==> src/rtl/spi_reg_bridge_pkg.sv <==
// Shared types and command encodings for the MCU SPI register bridge.
// Used by the frame decoder and by the write-pacing commit unit.
package spi_reg_bridge_pkg;

    localparam int         CMD_WRITE_BIT = 7;
    localparam logic [7:0] CMD_STATUS    = 8'h40;

    typedef enum logic [2:0] {
        IDLE,
        CMD,
        WR_HI,
        WR_LO,
        RD,
        SKIP
    } frame_state_t;

    typedef enum logic {
        COMMIT_READY,
        COMMIT_HOLD
    } commit_state_t;

    typedef struct packed {
        logic [3:0]  addr;
        logic [11:0] data;
    } reg_write_t;

endpackage

==> src/rtl/spi_reg_commit.sv <==
// Write pacing unit: holds each presented register write for HOLD_CYCLES clocks
// so the slow consumer domain can see it, with one pending slot behind it.
module spi_reg_commit
    import spi_reg_bridge_pkg::*;
#(
    parameter int HOLD_CYCLES = 256
) (
    input  logic        clk,
    input  logic        reset,
    input  logic        req_valid,
    input  reg_write_t  req,
    output logic [11:0] wr_reg,
    output logic [3:0]  wr_reg_addr,
    output logic        wr_reg_changed,
    output logic        overrun
);

    localparam int               CNT_W       = $clog2(HOLD_CYCLES + 1);
    localparam logic [CNT_W-1:0] HOLD_RELOAD = CNT_W'(HOLD_CYCLES - 1);

    commit_state_t    state_reg, state_next;
    logic [CNT_W-1:0] count_reg, count_next;
    reg_write_t       out_reg, out_next;
    reg_write_t       pend_reg, pend_next;
    logic             pend_valid_reg, pend_valid_next;
    logic             changed_reg, changed_next;
    logic             overrun_reg, overrun_next;

    logic             present;
    reg_write_t       present_val;

    always_ff @(posedge clk) begin
        if (reset) begin
            state_reg      <= COMMIT_READY;
            count_reg      <= '0;
            out_reg        <= '0;
            pend_reg       <= '0;
            pend_valid_reg <= 1'b0;
            changed_reg    <= 1'b0;
            overrun_reg    <= 1'b0;
        end else begin
            state_reg      <= state_next;
            count_reg      <= count_next;
            out_reg        <= out_next;
            pend_reg       <= pend_next;
            pend_valid_reg <= pend_valid_next;
            changed_reg    <= changed_next;
            overrun_reg    <= overrun_next;
        end
    end

    always_comb begin
        state_next      = state_reg;
        count_next      = count_reg;
        out_next        = out_reg;
        pend_next       = pend_reg;
        pend_valid_next = pend_valid_reg;
        changed_next    = changed_reg;
        overrun_next    = overrun_reg;
        present         = 1'b0;
        present_val     = req;

        case (state_reg)
            COMMIT_READY: begin
                present = req_valid;
            end
            COMMIT_HOLD: begin
                if (count_reg == '0) begin
                    // Hold window over: the pending entry goes out and a
                    // simultaneous request takes the freed slot.
                    if (pend_valid_reg) begin
                        present         = 1'b1;
                        present_val     = pend_reg;
                        pend_valid_next = req_valid;
                        pend_next       = req;
                    end else begin
                        present = req_valid;
                    end
                end else begin
                    count_next = count_reg - 1'b1;
                    if (req_valid) begin
                        if (pend_valid_reg) begin
                            overrun_next = 1'b1;
                        end else begin
                            pend_valid_next = 1'b1;
                            pend_next       = req;
                        end
                    end
                end
            end
            default: state_next = COMMIT_READY;
        endcase

        if (present) begin
            out_next     = present_val;
            changed_next = ~changed_reg;
            count_next   = HOLD_RELOAD;
            state_next   = COMMIT_HOLD;
        end else if (state_reg == COMMIT_HOLD && count_reg == '0) begin
            state_next = COMMIT_READY;
        end
    end

    assign wr_reg         = out_reg.data;
    assign wr_reg_addr    = out_reg.addr;
    assign wr_reg_changed = changed_reg;
    assign overrun        = overrun_reg;

endmodule

==> src/rtl/spi_reg_bridge.sv <==
// SPI mode-0 slave that turns MCU write frames into paced map_mux register
// writes and answers status-read frames with a snapshot of status_reg.
module spi_reg_bridge
    import spi_reg_bridge_pkg::*;
#(
    parameter int HOLD_CYCLES = 256,
    parameter int SYNC_STAGES = 3
) (
    input  logic        clk,
    input  logic        reset,
    input  logic        spi_sck,
    input  logic        spi_cs_n,
    input  logic        spi_mosi,
    output logic        spi_miso,
    input  logic [31:0] status_reg,
    output logic [11:0] wr_reg,
    output logic [3:0]  wr_reg_addr,
    output logic        wr_reg_changed,
    output logic        overrun
);

    // Bit 2 = sck, bit 1 = cs_n, bit 0 = mosi; all three share one pipeline
    // so mosi is aligned with the sck edge that samples it.
    logic [SYNC_STAGES-1:0][2:0] sync_reg;
    logic                        sck_prev_reg, cs_prev_reg;
    logic                        sck_s, cs_s, mosi_s;
    logic                        sck_rise, sck_fall, cs_fall, cs_rise;

    always_ff @(posedge clk) begin
        // cs_n history resets low so a frame already in progress is not
        // mistaken for a new one when reset releases.
        if (reset) begin
            sync_reg     <= '0;
            sck_prev_reg <= 1'b0;
            cs_prev_reg  <= 1'b0;
        end else begin
            sync_reg     <= {sync_reg[SYNC_STAGES-2:0], {spi_sck, spi_cs_n, spi_mosi}};
            sck_prev_reg <= sck_s;
            cs_prev_reg  <= cs_s;
        end
    end

    assign sck_s    = sync_reg[SYNC_STAGES-1][2];
    assign cs_s     = sync_reg[SYNC_STAGES-1][1];
    assign mosi_s   = sync_reg[SYNC_STAGES-1][0];
    assign sck_rise = sck_s & ~sck_prev_reg;
    assign sck_fall = ~sck_s & sck_prev_reg;
    assign cs_fall  = ~cs_s & cs_prev_reg;
    assign cs_rise  = cs_s & ~cs_prev_reg;

    frame_state_t state_reg, state_next;
    logic [4:0]   bit_cnt_reg, bit_cnt_next;
    logic [6:0]   shift_reg, shift_next;
    logic [3:0]   addr_reg, addr_next;
    logic [3:0]   data_hi_reg, data_hi_next;
    logic [31:0]  rd_shift_reg, rd_shift_next;
    logic [7:0]   byte_in;
    logic         req_valid;
    reg_write_t   req;

    assign byte_in = {shift_reg, mosi_s};

    always_ff @(posedge clk) begin
        if (reset) begin
            state_reg    <= IDLE;
            bit_cnt_reg  <= '0;
            shift_reg    <= '0;
            addr_reg     <= '0;
            data_hi_reg  <= '0;
            rd_shift_reg <= '0;
        end else begin
            state_reg    <= state_next;
            bit_cnt_reg  <= bit_cnt_next;
            shift_reg    <= shift_next;
            addr_reg     <= addr_next;
            data_hi_reg  <= data_hi_next;
            rd_shift_reg <= rd_shift_next;
        end
    end

    always_comb begin
        state_next    = state_reg;
        bit_cnt_next  = bit_cnt_reg;
        shift_next    = shift_reg;
        addr_next     = addr_reg;
        data_hi_next  = data_hi_reg;
        rd_shift_next = rd_shift_reg;
        req_valid     = 1'b0;
        req.addr      = addr_reg;
        req.data      = {data_hi_reg, byte_in};

        if (cs_fall) begin
            state_next   = CMD;
            bit_cnt_next = '0;
        end else if (cs_rise) begin
            state_next = IDLE;
        end else begin
            case (state_reg)
                CMD, WR_HI, WR_LO: begin
                    if (sck_rise) begin
                        shift_next   = byte_in[6:0];
                        bit_cnt_next = bit_cnt_reg + 5'd1;
                        if (bit_cnt_reg == 5'd7) begin
                            bit_cnt_next = '0;
                            if (state_reg == CMD) begin
                                if (byte_in[CMD_WRITE_BIT] && byte_in[6:4] == 3'b000) begin
                                    addr_next  = byte_in[3:0];
                                    state_next = WR_HI;
                                end else if (byte_in == CMD_STATUS) begin
                                    rd_shift_next = status_reg;
                                    state_next    = RD;
                                end else begin
                                    state_next = SKIP;
                                end
                            end else if (state_reg == WR_HI) begin
                                data_hi_next = byte_in[3:0];
                                state_next   = WR_LO;
                            end else begin
                                req_valid  = 1'b1;
                                state_next = SKIP;
                            end
                        end
                    end
                end
                RD: begin
                    // The fall closing the command byte must not shift, so
                    // only falls after at least one RD rise advance the data.
                    if (sck_rise) begin
                        bit_cnt_next = bit_cnt_reg + 5'd1;
                        if (bit_cnt_reg == 5'd31) begin
                            bit_cnt_next = '0;
                            state_next   = SKIP;
                        end
                    end else if (sck_fall && bit_cnt_reg != 5'd0) begin
                        rd_shift_next = {rd_shift_reg[30:0], 1'b0};
                    end
                end
                default: ;
            endcase
        end
    end

    assign spi_miso = (state_reg == RD) && rd_shift_reg[31];

    spi_reg_commit #(
        .HOLD_CYCLES(HOLD_CYCLES)
    ) u_commit (
        .clk            (clk),
        .reset          (reset),
        .req_valid      (req_valid),
        .req            (req),
        .wr_reg         (wr_reg),
        .wr_reg_addr    (wr_reg_addr),
        .wr_reg_changed (wr_reg_changed),
        .overrun        (overrun)
    );

endmodule

==> config.mk <==
export PLATFORM = sky130hd
export DESIGN_NAME = spi_reg_bridge
export DESIGN_NICKNAME = d
export VERILOG_FILES = /design/src/rtl/spi_reg_bridge_pkg.sv /design/src/rtl/spi_reg_commit.sv /design/src/rtl/spi_reg_bridge.sv
export SDC_FILE = /design/constraint.sdc
export NUM_CORES = 1
export LEC_CHECK = 0
export BUFFER_PORTS_ARGS = -buffer_cell sky130_fd_sc_hd__buf_2
export CAP_MARGIN = 10
export CELL_PAD_IN_SITES_DETAIL_PLACEMENT = 0
export CELL_PAD_IN_SITES_GLOBAL_PLACEMENT = 1
export CORE_UTILIZATION = 40
export DETAILED_ROUTE_END_ITERATION = 6
export PLACE_DENSITY_LB_ADDON = 0.1
export SLEW_MARGIN = 40
export SYNTH_ARGS = -nofsm -noshare
export SYNTH_HDL_FRONTEND = slang
export SYNTH_SLANG_ARGS = --single-unit
==> constraint.sdc <==
create_clock -name clk -period 2.14 [get_ports clk]
set_input_delay 0.428 -clock clk [delete_from_list [all_inputs] [get_ports clk]]
set_output_delay 0.428 -clock clk [all_outputs]
set_load 0.005 [all_outputs]
# Word-level counts from Yosys, hierarchy flattened
# Cells that the tools add are included.
# totals
in_bits	37
out_inout_bits	19
elab_cells	136
ff_bits	111
# classes
n_eq_ne	22
bitwise	14
n_addsub	2
reduce_logical	28
mux	48
# ops
cell	count
32-bit 2-to-1 mux	7
16-bit 2-to-1 mux	6
32-bit one-hot mux with 2 select lines	1
8-bit 2-to-1 mux	3
3-bit 2-to-1 mux	7
5-bit 2-to-1 mux	4
2-bit inequality test (second input constant)	9
1-bit 2-to-1 mux	17
4-bit inequality test (second input constant)	4
7-bit AND reduction	2
4-bit AND reduction	3
1-bit NOT	10
5-bit one-hot mux with 2 select lines	1
10-bit AND reduction	1
5-bit AND reduction	2
9-bit zero test	1
9-bit by 1-bit subtractor with 9-bit output (second input constant)	1
8-bit by 7-bit equality test with 1-bit output (second input constant)	1
2-bit nonzero test	4
3-bit by 2-bit equality test with 1-bit output (second input constant)	2
3-bit one-hot mux with 2 select lines	1
2-bit AND reduction	3
3-bit OR reduction	2
5-bit by 1-bit adder with 5-bit output (second input constant)	1
other kinds (13)	21

# Longest topological paths before layout
# Gate-level depths: netlist of run 1.
# depth
ltp_word	13
depth_mapped	9
depth_no_buf	7

# By module
# A second synthesis of run 1 with hierarchy kept.
# hier_totals
hier_cells	543
hier_area_um2	5345.1
# by_module_without_submodules
module	n_inst	area_each_um2	cells_each	seq_area_each_um2
spi_reg_bridge	1	3408.3	335	1321.3
spi_reg_commit	1	1936.9	208	900.9

# Worst setup path after synthesis of run 1
# OpenSTA, ideal clock, no wires.
# synth_path
kind	reg2reg
start	register u_commit.count_reg[0]
end	register u_commit.out_reg (netlist bit u_commit.wr_reg[7])
setup_slack_ns	-0.068
setup_ns	0.086
path_stages_with_launch	9
arrival_time_ns	2.123
t_required_ns	2.054
period_less_slack_ns	2.208
path_buffers	1
cell_sequence	dfxtp_1 -> inv_1 -> ha_1 -> or4b_2 -> nor2_4 -> nand3_4 -> buf_6 -> mux2i_1 -> a211oi_1
# synth_via
elab_chain_len	3
elab_cells_between_ends	5
cone_classes	4 x mux; 1 x reduce/logical
# synth_rtl
element	line	rtl
from (decl)	spi_reg_commit.sv:22	logic [CNT_W-1:0] count_reg, count_next;
from (signal assigned)	spi_reg_commit.sv:43	count_reg <= count_next;
9-bit zero test (*)	spi_reg_commit.sv:68	if (count_reg == '0) begin
1-bit 2-to-1 mux or 16-bit 2-to-1 mux (tied branches)	spi_reg_commit.sv:68	
1-bit one-hot mux with 2 select lines or 16-bit 2-to-1 mux (tied branches)	spi_reg_commit.sv:63	case (state_reg)
to (signal assigned)	spi_reg_commit.sv:44	out_reg <= out_next;
to (decl)	spi_reg_commit.sv:23	reg_write_t out_reg, out_next;
# Mark *: on every way between the ends. The rest lies on a longest branch, timed or not.
# A chain may end at the register's enable or synchronous reset.

# Worst setup path in the final report of run 1
# layout_path
start	register u_commit.count_reg[1]
end	register u_commit.out_reg (netlist bit u_commit.wr_reg[11])
# The elaborated chain is that of the path after synthesis.

==> results.ini, run 1 <==
[die]
die_area_mm2=0.0130
core-area_mm2=0.0122
initial_core_util_pct=41.4
io_pins=56
fp.dieW_um=114
die_h_um=114
rows=40

[grt]
grt-ovfl-total=0
grt_pass1_vias=3904
grt_max_degree=52
grt.total_usage_pct=18.7
grt_pass1_wl_um=19400
antenna_found_initial=0

[placement]
io_buffer_count=55
dp_hpwl_um=7860
pre_cts_ws_ps=57.8
gp_congestion=0.816
dp.cells=752

[route]
routed_wl_um=11900
routedWlPerCell_um=15.3
postRouteAntennaNets=0
drc=0
drt_first_pass_iters=4
drtIter0Drc=262
num_vias=4112
vias_per_cell=5.29

[critical_path]
cp-start-kind=flop
crit_path_end_kind=flop
path_max_fanout=5
max_stage_delay_ps=490
cp_slowest_cell=or4b_4
cp.required_ps=2400
cp.arrival_ps=2290
worstPathCellList=inv_1 -> ha_2 -> or4b_4 -> nor2_4 -> nand3_4 -> buf_4 -> mux2i_1 -> a211oi_1
path_class=reg -> reg

[power_and_ir_drop]
max-vdd-ir-drop_v=0.000361
power.internal_mw=3.15
switching_share_pct=21.7
p_clk_share_pct=41.3
leakagePower_nw=2.34
total_power_mw=4.02
p_switching_mw=0.873
pwr-share-comb_pct=5.7
powerDensity_mw_per_mm2=652
seqPwrFrac_pct=53.0

[clocking]
h-tree-depth=3
ctsRootBufferMaster=clkbuf_16
cts_buffers=9
clk_latency_ps=350
cts_tree=yes
postCtsHoldBufs=0
cts.sinks=111
max-clock-path-buffers=2
clk_pin_slew_ps=70

[timing]
max_freq_ghz=0.494
period_share_pct=94.6
tightest_slew_ps=520
period_needed_ps=2020
hold_violations=0
setup_violations=0
skew_ps=7.32
worst_slack_ps=116
rsz0062_at_grt=true
slew_viol_final=0
maxSlewHeadroom_pct=65.3

[min_path]
min_path_type=in -> reg

[finish]
nFillCells=1128
syn_to_final_growth_pct=22.6
largest_reg_flops=32
n_antenna_cell=0
drive_gt1_share_pct=24.1
nets=648
final_cells=778
layout.area.seq_mm2=0.00223
multi_input_area_mm2=0.00261
final_util_pct=50.7

[run]
maxCapViolCount=0

[yosys]
synth_cell_type_count=57
syn_area_mm2=0.00503
yosysWarnings=0
seq_area_frac_synth_pct=44.1
synthFlopType=dfxtp_1
synth-seq-cells=111
synth_edf_count=0
postSynthNetCount=582
syn_inst=539
async_flop_share_pct=0
synth.avg_cell_area_um2=9.34

[run_status]
status=finished, final reports clean

cells in the final DEF, fill, tap and decap left out, drive strengths merged, types with 3 or more instances in the layout:
cell	Yosys	layout
a21oi	60	60
mux2i	63	63
nor3b	3	3
clkinv	0	3
nor4b	3	3
a31oi	3	3
ha	6	6
nand2	7	7
or2	3	3
nor3	13	13
clkbuf	23	14
nand4	4	4
or4	3	3
a2111oi	3	3
buf	23	98
o22ai	3	3
o21ai	6	6
and2	3	3
nand2b	5	5
xnor2	3	3
inv	19	19
dfxtp	111	111
nor2b	14	14
or4b	3	3
a211oi	67	67
nand3	7	7
nor2	54	54
nor4	4	4
cell type report:
type,count,area share [%]
multi-input combinational,363,42.2
sequential,111,36.1
timing repair buffer,101,12.4
clock buffer,12,3.99
tap,168,3.41
inverter,19,1.16
clock inverter,4,0.730
routing by layer:
metal	wire, um	up-vias	GRT usage [%]	share of wire, %
met2	5530	66	30.4	46
met3	434	16	3.07	3.6
met4	231	0	8.40	1.9
li1	-	2097	-	-
met1	5710	1933	24.3	48
met5	0	-	0	0
power groups by stage:
stage	clock network (mW)	registers [mW]	logic, mW
after detailed placement	0	2.18	0.222
final	1.66	2.13	0.230
after CTS	1.71	2.13	0.223
after global routing	1.80	2.14	0.257
after floorplan	0	2.17	0.148
after global placement	0	2.18	0.219
cell usage after synthesis (all sizes together), types with 2 or more instances:
master   count  share of area [%]
a21o         2               0.30
nor2        54                4.2
or4          3               0.52
buf         23                2.7
and3         2               0.25
a311oi       2               0.35
and2         3               0.37
nor4         4               0.50
nand4        4               0.50
o22ai        3               0.37
or2          3               0.37
nor2b       14                1.7
mux2i       63                 13
or4b         3               0.60
nor3b        3               0.45
nand2b       5               0.62
dfxtp      111                 44
a21boi       2               0.30
o31ai        2               0.30
nand2        7               0.52
a211oi      67                 10
nor3        13                1.3
inv         19                1.4
ha           6                1.5
xnor2        3               0.52
and4bb       2               0.50
o21ai        6               0.60
a31oi        3               0.37
nand3        7               0.94
a21oi       60                6.0
a2111oi      3               0.89
nor4b        3               0.65
clkbuf      23                1.7
worst paths after layout:
kind / slack, ps / startpoint / end / cells past startpoint
setup / recovery: 120 / u_commit.count_reg[1]$_SDFFE_PP0P_ / u_commit.wr_reg[11]$_SDFFE_PP0P_ / 8
hold / removal: 280 / spi_sck / sync_reg[2]$_SDFF_PP0_ / 2
setup reg to reg: 120 / u_commit.count_reg[1]$_SDFFE_PP0P_ / u_commit.wr_reg[11]$_SDFFE_PP0P_ / 8
hold reg to reg: 440 / sync_reg[0]$_SDFF_PP0_ / sync_reg[3]$_SDFF_PP0_ / 1
stage by stage:
| step | area, um2 | TNS [ps] | hold slack, ps |
|---|---|---|---|
| 2_1_floorplan | 5040 | 0 | 414 |
| 4_1_cts | 5980 | 0 | 269 |
| 3_3_place_gp | 5650 | 0 | 419 |
| 5_1_grt | 6170 | -45.8 | 288 |
| 6_report | 6170 | 0 | 284 |
| 3_5_place_dp | 5650 | 0 | 423 |
what timing repair did:
action | 4_1_cts | 5_1_grt
setup endpoints to repair | 1 | 66
pin swaps | 0 | 10
gates resized for setup | 2 | 24
cloned | 1 | 2
buffers inserted | 0 | 7
cell families (layout without fill, tap and decap cells):
logic type | Yosys count | count (layout) | synth area share (%)
compound gates | 158 | 158 | 20.9
xor+xnor | 3 | 3 | 0.522
fa+ha+maj | 6 | 6 | 1.49
buf+inv | 65 | 136 | 5.86
flops | 111 | 111 | 44.1
mux | 64 | 64 | 12.7
simple gates | 132 | 132 | 14.4
worst max-delay path: cells and delay by family (launching register included):
family | cells | cell delay, ps
AOI/OAI and AO/OA | 1 | 240
adders and majority gates | 1 | 190
buffers and inverters | 2 | 290
DFF | 1 | 340
muxes | 1 | 130
and+or+nand+nor | 3 | 760
Power figures use the tool's default switching activity.
==> run 2: changes to the inputs <==
- CORE_UTILIZATION: 40 -> 46
- SYNTH_HIERARCHICAL: unset -> 1
- clock period: 2.14 -> 2 ns (I/O delays scaled with it)
==> results.ini, run 2 <==
[yosys]
postSynthNetCount=586  ; was 582
ys_top_cells_by_count=111 x dfxtp_1, 59 x nor2_1, 47 x mux2i_1  ; was 111 x dfxtp_1, 67 x a211oi_1, 63 x mux2i_1
seq_area_frac_synth_pct=41.6  ; was 44.1%
synth.avg_cell_area_um2=9.84  ; was 9.34 um2
synth_top_area_share_pct=41.6  ; was 44.1%
synthMuxAreaShare_pct=17.6  ; was 12.7%
synthXorXnorAreaFrac_pct=0.164  ; was 0.522%
yosysWarnings=6  ; was 0
synthAdderAreaFrac_pct=1.40  ; was 1.49%
synthSimpleGateAreaFrac_pct=21.1  ; was 14.4%
syn_area_mm2=0.00535  ; was 0.00503 mm2
synthFlopType=dfxtp_1  ; unchanged
synth-seq-cells=111  ; unchanged
synth_area_leaders=dfxtp_1 42%, mux2i_1 8.8%, mux2_4 8.1%, nor2b_1 5.0%, nor2_1 4.1%  ; was dfxtp_1 44%, mux2i_1 13%, a211oi_1 10%, a21oi_1 5.9%, nor2_1 4.0%
synth_edf_count=0  ; unchanged
synth_top_area_cell=dfxtp_1  ; unchanged
synth_top_family_by_area=simple AND/OR/NAND/NOR gates  ; was compound AO/OA/AOI/OAI gates
syn_inst=543  ; was 539
yosysMostFrequentCell=dfxtp_1  ; unchanged
async_flop_share_pct=0  ; unchanged
synth_cell_type_count=63  ; was 57
synth-compound-area-share_pct=13.1  ; was 20.9%

[run_status]
violations=setup timing
status=finished, violations left  ; was finished, final reports clean

[die]
core-area_mm2=0.0111  ; was 0.0122 mm2
fp.dieW_um=110  ; was 114 um
die_h_um=110  ; was 114 um
die_area_mm2=0.0121  ; was 0.0130 mm2
rows=38  ; was 40
initial_core_util_pct=48.2  ; was 41.4%
io_pins=56  ; unchanged

[clocking]
clk_pin_slew_ps=80  ; was 70 ps
h-tree-depth=3  ; unchanged
ctsRootBufferMaster=clkbuf_16  ; unchanged
cts_buffers=9  ; unchanged
cts_tree=yes  ; unchanged
postCtsHoldBufs=0  ; unchanged
cts.sinks=111  ; unchanged
clk_latency_ps=360  ; was 350 ps
max-clock-path-buffers=2  ; unchanged

[route]
routedWlPerCell_um=15.2  ; was 15.3 um
postRouteAntennaNets=0  ; unchanged
drc=0  ; unchanged
routed_wl_um=12100  ; was 11,900 um
drtIter0Drc=181  ; was 262
drt_first_pass_iters=4  ; unchanged
num_vias=4269  ; was 4,112
vias_per_cell=5.37  ; was 5.29

[critical_path]
cp-start-kind=flop  ; unchanged
cp.arrival_ps=2460  ; was 2290 ps
cp.required_ps=2250  ; was 2400 ps
path_max_fanout=7  ; was 5
cp_slowest_cell=or4b_4  ; unchanged
crit_path_end_kind=flop  ; unchanged
max_stage_delay_ps=510  ; was 490 ps
path_class=reg -> reg  ; unchanged
worstPathCellList=inv_2 -> ha_2 -> or4b_4 -> buf_4 -> o31a_4 -> clkbuf_16 -> mux2_4  ; was inv_1 -> ha_2 -> or4b_4 -> nor2_4 -> nand3_4 -> buf_4 -> mux2i_1 -> a211oi_1

[finish]
drive_gt1_share_pct=35.1  ; was 24.1%
largest_reg_flops=32  ; unchanged
final_common_cell=dfxtp_1  ; unchanged
syn_to_final_growth_pct=29.3  ; was 22.6%
multi_input_area_mm2=0.00303  ; was 0.00261 mm2
layout.area.seq_mm2=0.00224  ; was 0.00223 mm2
layout_common_cells=104 x dfxtp_1, 60 x buf_4, 58 x nor2_1, 54 x buf_2, 47 x mux2i_1  ; was 107 x dfxtp_1, 66 x a211oi_1, 63 x mux2i_1, 59 x a21oi_1, 54 x buf_2
final_cells=795  ; was 778
n_antenna_cell=0  ; unchanged
nets=693  ; was 648
final_util_pct=62.4  ; was 50.7%
nFillCells=939  ; was 1,128

[power_and_ir_drop]
power.internal_mw=3.29  ; was 3.15 mW
pwr-share-comb_pct=4.0  ; was 5.7%
p_switching_mw=1.00  ; was 0.873 mW
powerDensity_mw_per_mm2=621  ; was 652 mW/mm2
max-vdd-ir-drop_v=0.000458  ; was 0.000361 V
total_power_mw=4.29  ; was 4.02 mW
p_clk_share_pct=44.3  ; was 41.3%
leakagePower_nw=2.84  ; was 2.34 nW
seqPwrFrac_pct=51.6  ; was 53.0%
switching_share_pct=23.3  ; was 21.7%

[timing]
period_needed_ps=2210  ; was 2020 ps
worst_slack_ps=-211  ; was 116 ps
rsz0062_at_grt=true  ; unchanged
fin_tns_setup_ps=-11890  ; was 0 ps
max_freq_ghz=0.452  ; was 0.494 GHz
period_share_pct=111  ; was 94.6%
maxSlewHeadroom_pct=62.3  ; was 65.3%
setup_violations=75  ; was 0
tightest_slew_ps=563  ; was 520 ps
hold_slack_ps=242  ; was 284 ps
hold_violations=0  ; unchanged
slew_viol_final=0  ; unchanged
skew_ps=11.0  ; was 7.32 ps

[run]
maxCapViolCount=0  ; unchanged

[grt]
grt.busiest_layer=met2  ; unchanged
grt.met2_usage_pct=32.9  ; was 30.4%
antenna_found_initial=0  ; unchanged
grt_max_degree=80  ; was 52
grt_use_met1_pct=25.9  ; was 24.3%
grt_pass1_wl_um=19000  ; was 19,400 um
grt.total_usage_pct=20.2  ; was 18.7%
grt_pass1_vias=3952  ; was 3,904
grt_use_met3_pct=3.73  ; was 3.07%
grt-ovfl-total=0  ; unchanged

[min_path]
min_path_type=in -> reg  ; unchanged

[placement]
dp_hpwl_um=7820  ; was 7860 um
io_buffer_count=55  ; unchanged
dp.cells=754  ; was 752
gp_congestion=0.801  ; was 0.816

-- run 2: cell count changes in the layout (fill, tap and decap cells not counted), moves of 18 or more --
cell	delta
nand2_1	+22
nand3_1	+18
a21oi_1	-32
a211oi_1	-63
buf_4	+25
nor2b_1	+30
mux2_4	+30
-- run 2: path summary, 6_finish.rpt --
check                         start                      endpoint  depth (start not counted)  slack, ps
max reg2reg  cs_prev_reg$_SDFF_PP0_  rd_shift_reg[5]$_SDFFE_PP0P_                          7       -210
max          cs_prev_reg$_SDFF_PP0_  rd_shift_reg[5]$_SDFFE_PP0P_                          7       -210
min                        spi_cs_n        sync_reg[1]$_SDFF_PP0_                          2        240
min reg2reg  sync_reg[1]$_SDFF_PP0_        sync_reg[4]$_SDFF_PP0_                          1        450
-- run 2: area by class of cell --
| class | count | share of cell area, % |
|---|---|---|
| clock buffers | 9 | 3.26 |
| clock inverters | 7 | 1.23 |
| well taps | 140 | 2.54 |
| multi-input cells | 381 | 43.9 |
| repair buffers | 136 | 16.1 |
| inverters | 11 | 0.598 |
| flip-flops and latches | 111 | 32.4 |
-- run 2: power groups by stage --
| stage | clock network (mW) | registers [mW] | logic, mW |
|---|---|---|---|
| final | 1.90 | 2.22 | 0.173 |
| after global routing | 2.03 | 2.22 | 0.193 |
| after CTS | 1.94 | 2.22 | 0.172 |
| after detailed placement | 0 | 2.27 | 0.168 |
| after global placement | 0 | 2.27 | 0.165 |
| after floorplan | 0 | 2.27 | 0.101 |
-- run 2: kinds of logic after synthesis --
| kind of cell | Yosys count |
|---|---|
| AO/OA/AOI/OAI | 94 |
| XOR/XNOR | 1 |
| adder cells (fa/ha/maj) | 6 |
| buffers and inverters | 51 |
| flip-flops | 111 |
| multiplexers | 79 |
| AND/OR/NAND/NOR | 201 |
-- run 2: metrics by stage --
| stage | setup WS (ps) | area [um2] |
|---|---|---|
| after floorplan | -475 | 5400 |
| after global placement | -342 | 6140 |
| after detailed placement | -469 | 6140 |
| after CTS | -197 | 6570 |
| after global routing | -288 | 6910 |
| final | -211 | 6910 |
-- run 2: worst max-delay path: cells and delay by family (launching register included) --
kind / cells / cell delay [ps]
compound gates: 1 / 360
fa+ha+maj: 1 / 180
buf+inv: 3 / 400
flops: 1 / 360
mux: 1 / 290
simple gates: 1 / 510
-- run 2: routing by layer --
| metal | vias up | wire length, um | part of all wire [%] |
|---|---|---|---|
| met5 | - | 0 | 0 |
| met2 | 69 | 5900 | 49 |
| met3 | 14 | 377 | 3.1 |
| met1 | 2016 | 5600 | 46 |
| met4 | 0 | 195 | 1.6 |
| li1 | 2170 | - | - |
-- run 2: what timing repair did --
item                                    CTS  global route
buffers inserted                          5            14
gates resized for setup                  21            22
endpoints found under the setup margin   78            86
pin swaps                                11            15
endpoints found under the hold margin     0             0
gates cloned                              0             6
